**src/rtl/i3c_resp_desc_gen.sv**
```systemverilog
// Response descriptor writer: tracks one in-flight command, counts data bytes,
// latches the first error and pushes one 32-bit response descriptor on a valid/ready port.
module i3c_resp_desc_gen #(
   parameter bit CntSat = 1'b1
) (
   input  logic        clk_i,
   input  logic        rst_i,
   input  logic        cmd_start_i,
   output logic        cmd_ready_o,
   input  logic [3:0]  cmd_tid_i,
   input  logic        cmd_wroc_i,
   input  logic        cmd_rnw_i,
   input  logic        cmd_sre_i,
   input  logic [15:0] cmd_len_i,
   input  logic        byte_xfer_i,
   input  logic        err_i,
   input  logic [3:0]  err_code_i,
   input  logic        abort_i,
   input  logic        cmd_done_i,
   output logic        resp_valid_o,
   input  logic        resp_ready_i,
   output logic [31:0] resp_desc_o,
   output logic        busy_o
);

   localparam int unsigned LenW = 16;
   localparam int unsigned TidW = 4;
   localparam int unsigned ErrW = 4;

   localparam logic [1:0] ST_IDLE   = 2'd0;
   localparam logic [1:0] ST_ACTIVE = 2'd1;
   localparam logic [1:0] ST_PUSH   = 2'd2;

   localparam logic [ErrW-1:0] ERR_SUCCESS    = 4'h0;
   localparam logic [ErrW-1:0] ERR_SHORT_READ = 4'h7;
   localparam logic [ErrW-1:0] ERR_HC_ABORTED = 4'h8;

   logic [1:0]      state_q,   state_n;
   logic [TidW-1:0] tid_q,     tid_n;
   logic            wroc_q,    wroc_n;
   logic            rnw_q,     rnw_n;
   logic            sre_q,     sre_n;
   logic [LenW-1:0] len_q,     len_n;
   logic [LenW-1:0] count_q,   count_n;
   logic [ErrW-1:0] err_q,     err_n;
   logic            valid_n;
   logic [31:0]     desc_n;

   logic [LenW-1:0] count_inc;
   logic [ErrW-1:0] err_upd;
   logic [ErrW-1:0] final_err;

   // State and latch registers; outputs are registered copies of the next-state decode
   always_ff @(posedge clk_i) begin
      if (rst_i) begin
         state_q      <= ST_IDLE;
         tid_q        <= '0;
         wroc_q       <= 1'b0;
         rnw_q        <= 1'b0;
         sre_q        <= 1'b0;
         len_q        <= '0;
         count_q      <= '0;
         err_q        <= ERR_SUCCESS;
         resp_valid_o <= 1'b0;
         resp_desc_o  <= '0;
         cmd_ready_o  <= 1'b1;
         busy_o       <= 1'b0;
      end else begin
         state_q      <= state_n;
         tid_q        <= tid_n;
         wroc_q       <= wroc_n;
         rnw_q        <= rnw_n;
         sre_q        <= sre_n;
         len_q        <= len_n;
         count_q      <= count_n;
         err_q        <= err_n;
         resp_valid_o <= valid_n;
         resp_desc_o  <= desc_n;
         cmd_ready_o  <= (state_n == ST_IDLE);
         busy_o       <= (state_n != ST_IDLE);
      end
   end

   // Next-state decode; same-cycle byte/error/abort are folded into the completion status
   always_comb begin
      state_n   = state_q;
      tid_n     = tid_q;
      wroc_n    = wroc_q;
      rnw_n     = rnw_q;
      sre_n     = sre_q;
      len_n     = len_q;
      count_n   = count_q;
      err_n     = err_q;
      valid_n   = resp_valid_o;
      desc_n    = resp_desc_o;
      count_inc = count_q;
      err_upd   = err_q;
      final_err = err_q;

      if (byte_xfer_i) begin
         if (CntSat && (count_q == {LenW{1'b1}})) count_inc = count_q;
         else                                     count_inc = count_q + LenW'(1);
      end

      if (abort_i)                                 err_upd = ERR_HC_ABORTED;
      else if (err_i && (err_q == ERR_SUCCESS))    err_upd = err_code_i;

      final_err = err_upd;
      if ((err_upd == ERR_SUCCESS) && rnw_q && sre_q && (count_inc < len_q))
         final_err = ERR_SHORT_READ;

      case (state_q)
         ST_IDLE: begin
            if (cmd_start_i) begin
               tid_n   = cmd_tid_i;
               wroc_n  = cmd_wroc_i;
               rnw_n   = cmd_rnw_i;
               sre_n   = cmd_sre_i;
               len_n   = cmd_len_i;
               count_n = '0;
               err_n   = ERR_SUCCESS;
               state_n = ST_ACTIVE;
            end
         end
         ST_ACTIVE: begin
            count_n = count_inc;
            err_n   = err_upd;
            if (cmd_done_i) begin
               if (wroc_q || (final_err != ERR_SUCCESS)) begin
                  desc_n  = {final_err, tid_q, 8'h00, count_inc};
                  valid_n = 1'b1;
                  state_n = ST_PUSH;
               end else begin
                  state_n = ST_IDLE;
               end
            end
         end
         ST_PUSH: begin
            if (resp_ready_i) begin
               valid_n = 1'b0;
               state_n = ST_IDLE;
            end
         end
         default: begin
            valid_n = 1'b0;
            state_n = ST_IDLE;
         end
      endcase
   end

endmodule

```
**config.mk**
```make
export PLATFORM = sky130hd
export DESIGN_NAME = i3c_resp_desc_gen
export DESIGN_NICKNAME = d
export VERILOG_FILES = /design/src/rtl/i3c_resp_desc_gen.sv
export SDC_FILE = /design/constraint.sdc
export NUM_CORES = 1
export LEC_CHECK = 0
export BUFFER_PORTS_ARGS = -buffer_cell sky130_fd_sc_hd__buf_4
export CAP_MARGIN = 20
export CORE_ASPECT_RATIO = 2
export CORE_MARGIN = 2
export CORE_UTILIZATION = 30
export DETAILED_ROUTE_END_ITERATION = 10
export SYNTH_ARGS = -nofsm -noshare
export SYNTH_HDL_FRONTEND = slang
export SYNTH_SLANG_ARGS = --single-unit
```
**constraint.sdc**
```tcl
create_clock -name clk_i -period 7.96 [get_ports clk_i]
set_input_delay 1.592 -clock clk_i [delete_from_list [all_inputs] [get_ports clk_i]]
set_output_delay 1.592 -clock clk_i [all_outputs]
set_load 0.005 [all_outputs]
```
== Yosys cells after proc, flatten, opt, wreduce, memory -nomap -nowiden ==
Cells that the tools add are included.

* Register bits: 72
* Bits in latches: 0
* Bits in writable memories: 0
* Memory bits (read-only): 0
* Word-level logic and storage cells: 56
* Memories: 0

* $add $sub $neg: 1
* Multiply operators: 0
* Div/mod/pow operators: 0
* $lt $le $gt $ge: 1
* Eq/ne operators: 7
* Shifts and indexed selects: 0
* Muxes and demuxes: 18
* Bitwise operators: 1
* Reductions and logical operators: 16

{| class="wikitable"
|+ Operator list
! kind !! count
|-
| 2-to-1 mux 16 bit || 3
|-
| case mux 16 bit (2 select lines) || 1
|-
| adder 16 x 1 -> 16 bit (second input constant) || 1
|-
| equality test 16 bit (second input constant) || 1
|-
| less-than comparator 16 bit || 1
|-
| 2-to-1 mux 4 bit || 4
|-
| zero test 4 bit || 2
|-
| 2-to-1 mux 2 bit || 4
|-
| inequality test 2 bit (second input constant) || 4
|-
| case mux 4 bit (2 select lines) || 1
|-
| case mux 2 bit (3 select lines) || 1
|-
| logical AND 1 bit || 4
|-
| zero test 2 bit || 2
|-
| AND reduction 2 bit || 2
|-
| AND reduction 4 bit || 1
|-
| nonzero test 2 bit || 2
|-
| nonzero test 4 bit || 1
|-
| 2-to-1 mux 1 bit || 3
|-
| case mux 1 bit (3 select lines) || 1
|-
| AND reduction 3 bit || 1
|-
| equality test 2 x 1 -> 1 bit (second input constant) || 1
|-
| equality test 2 bit (second input constant) || 1
|-
| logical OR 1 bit || 1
|-
| NOT 1 bit || 1
|}

== Depth between registers and ports, before layout ==
* Depth in word-level cells: 15
* Gate-level depth with buffers: 15

== Least setup slack after synthesis ==
OpenSTA, ideal clock, no wires.

* Kind: input port to flip-flop
* From: input byte_xfer_i
* To: register resp_desc_o[2]
* Library setup time: 80 ps
* Arrival time: 3914 ps
* Data required time: 7880 ps
* Path slack: 3966 ps
* Stages on the path: 12
* Path through: clkbuf_1 -> nand4_1 -> xnor2_1 -> ha_1 -> a21oi_1 -> o21ai_0 -> a2111oi_0 -> o211a_1 -> buf_6 -> o21ai_4 -> buf_6 -> a211oi_2

* Longest elaborated chain between the ends: 7

{| class="wikitable"
|+ Ends and longest elaborated chain
! element !! RTL line !! source
|-
| start, declared || 15 || <nowiki>input logic byte_xfer_i,</nowiki>
|-
| 2-to-1 mux 16 bit || 100 || <nowiki>if (byte_xfer_i) begin</nowiki>
|-
| via count_inc[7] || 49 || <nowiki>logic [LenW-1:0] count_inc;</nowiki>
|-
| less-than comparator 16 bit || 109 || <nowiki>if ((err_upd == ERR_SUCCESS) && rnw_q && sre_q && (count_inc < len_q))</nowiki>
|-
| logical AND 1 bit || 109 ||
|-
| 2-to-1 mux 4 bit || 109 ||
|-
| nonzero test 4 bit || 129 || <nowiki>if (wroc_q || (final_err != ERR_SUCCESS)) begin</nowiki>
|-
| logical OR 1 bit || 129 ||
|-
| AND reduction 3 bit (no source line) || n/a ||
|-
| end signal, assigned || 78 || <nowiki>resp_desc_o <= desc_n;</nowiki>
|-
| end, declared || 22 || <nowiki>output logic [31:0] resp_desc_o,</nowiki>
|}

The timed path passes the listed nets, and every way through them passes these cells.
A chain may end at the register's enable or synchronous reset.

== Final worst setup path ==
* From: input byte_xfer_i
* To: register resp_desc_o[1]

Same word-level chain as after synthesis.

==> impl_metrics.yaml <==
outcome:
  status: "complete, no violations"
drt:
  dr_total_vias: 3219
  wl_per_cell_um: 13.6
  drt_pass1_iterations: 5
  finalWirelength_um: 8770
  viasPerCell: 4.99
  drc_errors: 0
  postRouteAntennaNets: 0
  detail_route.iter0.violations: 167
timing:
  fin_crit_ns: 4.46
  slew_headroom: 0.359
  finalSetupViolations: 0
  rsz0062_at_grt: "no"
  worstMarginPinSlew_ns: 0.959
  worst_clock_skew_ns: 0.00573
  fin_setup_tns_ns: 0
  fmax_mhz: 224
  hold_viol: 0
  period_share: 0.560
  maxSlewViolCount: 0
clock_network:
  clkLatencyLatePin_ns: 0.34
  clockRootBuffer: "clkbuf_16"
  path_clk_slew_ns: 0.06
  htree_levels: 3
  holdBufCountCts: 0
  cts_setup_buffers: 0
  cts.sinks: 72
  numCtsBuffers: 9
  ctsResizeCount: 0
  cts_buffer_depth: 2
  cts_tree: "done"
global_route:
  grt_pass1_wl_um: 14700
  antenna_found_initial: 0
  gr-total-overflow: 0
  gr-usage-all-layers: 0.144
  grt_pass1_vias: 2963
  grt_start_max_net_pins: 67
worst_setup_path:
  cp.arrival_ns: 4.70
  end_kind: "flip-flop"
  critPathRequiredTime_ns: 8.21
  crit_slowest_cell: "a2111oi_0"
  cp_max_fo: 14
  worstPathCellList: "buf_4, o211ai_1, nor3_1, xor2_1, ha_1, a21oi_1, a21boi_0, a2111oi_0, o211a_1, o21ai_4, a211oi_1"
  critPathBufInv: 1
  max_stage_delay_ns: 0.60
  start_kind: "primary input"
  crit_type: "primary input to flip-flop"
  cp_top_family: "compound AO/OA/AOI/OAI gates"
synth:
  synth_edf_count: 0
  yosys.cell_types.count: 48
  ys_warn_count: 0
  ys_seq_elements: 72
  syn_inst: 446
  avgSynthCellArea_um2: 8.16
  synth_ff_type: "dfxtp_1"
  async_flop_share: 0
  netlist_area_um2: 3640
  ys_seq_area_frac: 0.396
final_layout:
  nets: 544
  drive_above_1_share: 0.187
  final_common_cell: "dfxtp_1"
  area_growth_pct: 21.8
  n_antenna_cell: 0
  final_cell_mix: "dfxtp_1, nand2_1, buf_4"
power:
  finalPower_uw: 891
  clkPwrFrac: 0.461
  pwr-share-comb: 0.108
  seq_power_share: 0.431
  switching_power_uw: 216
  p_leak_nw: 1.83
  p_sw_frac: 0.243
  internal-power_uw: 675
  ir_drop_uv: 117
  power_density_nw_per_um2: 201
die:
  die_h_um: 160
  ios: 70
  coreArea_um2: 12000
  rows: 57
  die_area_um2: 13100
  start_util: 0.304
  die_w_um: 81.9
placement:
  dp.final_hpwl_um: 6290
  port-buffer-count: 61
  gp_congestion: 0.777
run:
  maxCapViolations: 0
worst_hold_path:
  hp-class: "flip-flop to flip-flop"
-- power groups by stage --
stage	Clock [mW]	Sequential, mW	Combinational, mW
final	0.411	0.384	0.0965
after global placement	0	0.392	0.0964
after global routing	0.437	0.386	0.110
after floorplan	0	0.391	0.0640
after CTS	0.420	0.384	0.0984
after detailed placement	0	0.392	0.0978
-- worst min-delay path, delay by kind of cell (launching register included) --
family	cells	cell delay, ns
AOI/OAI and AO/OA	1	0.05
DFF	1	0.30
and+or+nand+nor	1	0.05
-- sequential cells by signal (all words and copies together) (netlist names) --
register      count
busy_o            1
cmd_ready_o       1
count_q          16
err_q             4
len_q            16
resp_desc_o      24
resp_valid_o      1
rnw_q             1
sre_q             1
state_q           2
tid_q             4
wroc_q            1
-- stage by stage --
step	setup slack, ns	hold slack, ns	area [um2]	utilization	instances
2_1_floorplan	3.97	0.431	3670	-	453
3_5_place_dp	3.20	0.447	4130	0.344	629
4_1_cts	3.53	0.455	4430	0.370	645
5_1_grt	3.12	0.466	4430	0.370	645
6_report	3.50	0.453	4430	0.370	645
3_3_place_gp	3.28	0.442	4130	0.344	629
-- path summary, 6_finish.rpt --
kind / from / end / slack (ns) / cells after the start
min: len_q[10]$_SDFFE_PP0P_ / len_q[10]$_SDFFE_PP0P_ / 0.45 / 2
max reg2reg: count_q[0]$_SDFFE_PP0P_ / resp_desc_o[1]$_SDFFE_PP0P_ / 3.60 / 12
min reg2reg: len_q[10]$_SDFFE_PP0P_ / len_q[10]$_SDFFE_PP0P_ / 0.45 / 2
max: byte_xfer_i / resp_desc_o[1]$_SDFFE_PP0P_ / 3.50 / 11
-- cell families after synthesis --
family / count (synthesis) / synth area share
other cells: 1 / 0.00103
xor+xnor: 15 / 0.0361
fa+ha+maj: 16 / 0.0550
buf+inv: 61 / 0.0821
simple gates: 156 / 0.199
compound gates: 123 / 0.225
flops: 72 / 0.396
mux: 2 / 0.00584
-- cell type report --
class | instances | area [um2]
fill | 1299 | 7550
clock inverter | 5 | 55.1
tap | 147 | 184
clock buffer | 11 | 253
sequential | 72 | 1440
inverter | 27 | 101
multi-input combinational | 320 | 1930
timing repair buffer | 63 | 473
-- cell usage after synthesis, drive strengths merged, types with 2 or more instances --
| library cell | number | area share |
|---|---|---|
| a22oi | 12 | 0.025 |
| a21oi | 58 | 0.080 |
| a211oi | 11 | 0.032 |
| o211ai | 9 | 0.019 |
| o21ai | 13 | 0.021 |
| nand2 | 64 | 0.066 |
| nand2b | 3 | 0.0052 |
| o211a | 3 | 0.0082 |
| nor2 | 36 | 0.037 |
| xor2 | 9 | 0.022 |
| nand3 | 14 | 0.019 |
| inv | 27 | 0.028 |
| nand3b | 2 | 0.0041 |
| dfxtp | 72 | 0.40 |
| buf | 16 | 0.036 |
| nor3 | 6 | 0.0082 |
| and3 | 5 | 0.0086 |
| and4 | 2 | 0.0048 |
| or3 | 3 | 0.0052 |
| nand4 | 12 | 0.022 |
| ha | 16 | 0.055 |
| o21a | 2 | 0.0041 |
| xnor2 | 6 | 0.014 |
| a31oi | 3 | 0.0052 |
| a2111oi | 2 | 0.0052 |
| o221a | 3 | 0.0093 |
| o2111ai | 2 | 0.0048 |
| and2 | 4 | 0.0069 |
| clkbuf | 18 | 0.019 |
-- routing by layer --
metal / vias up / track usage / share of wire
met5: - / 0 / 0
met4: 0 / 0.0447 / 0.019
met3: 14 / 0.0412 / 0.061
met2: 102 / 0.218 / 0.47
met1: 1463 / 0.197 / 0.45
li1: 1640 / - / -
(Power assumes the default switching activity.)
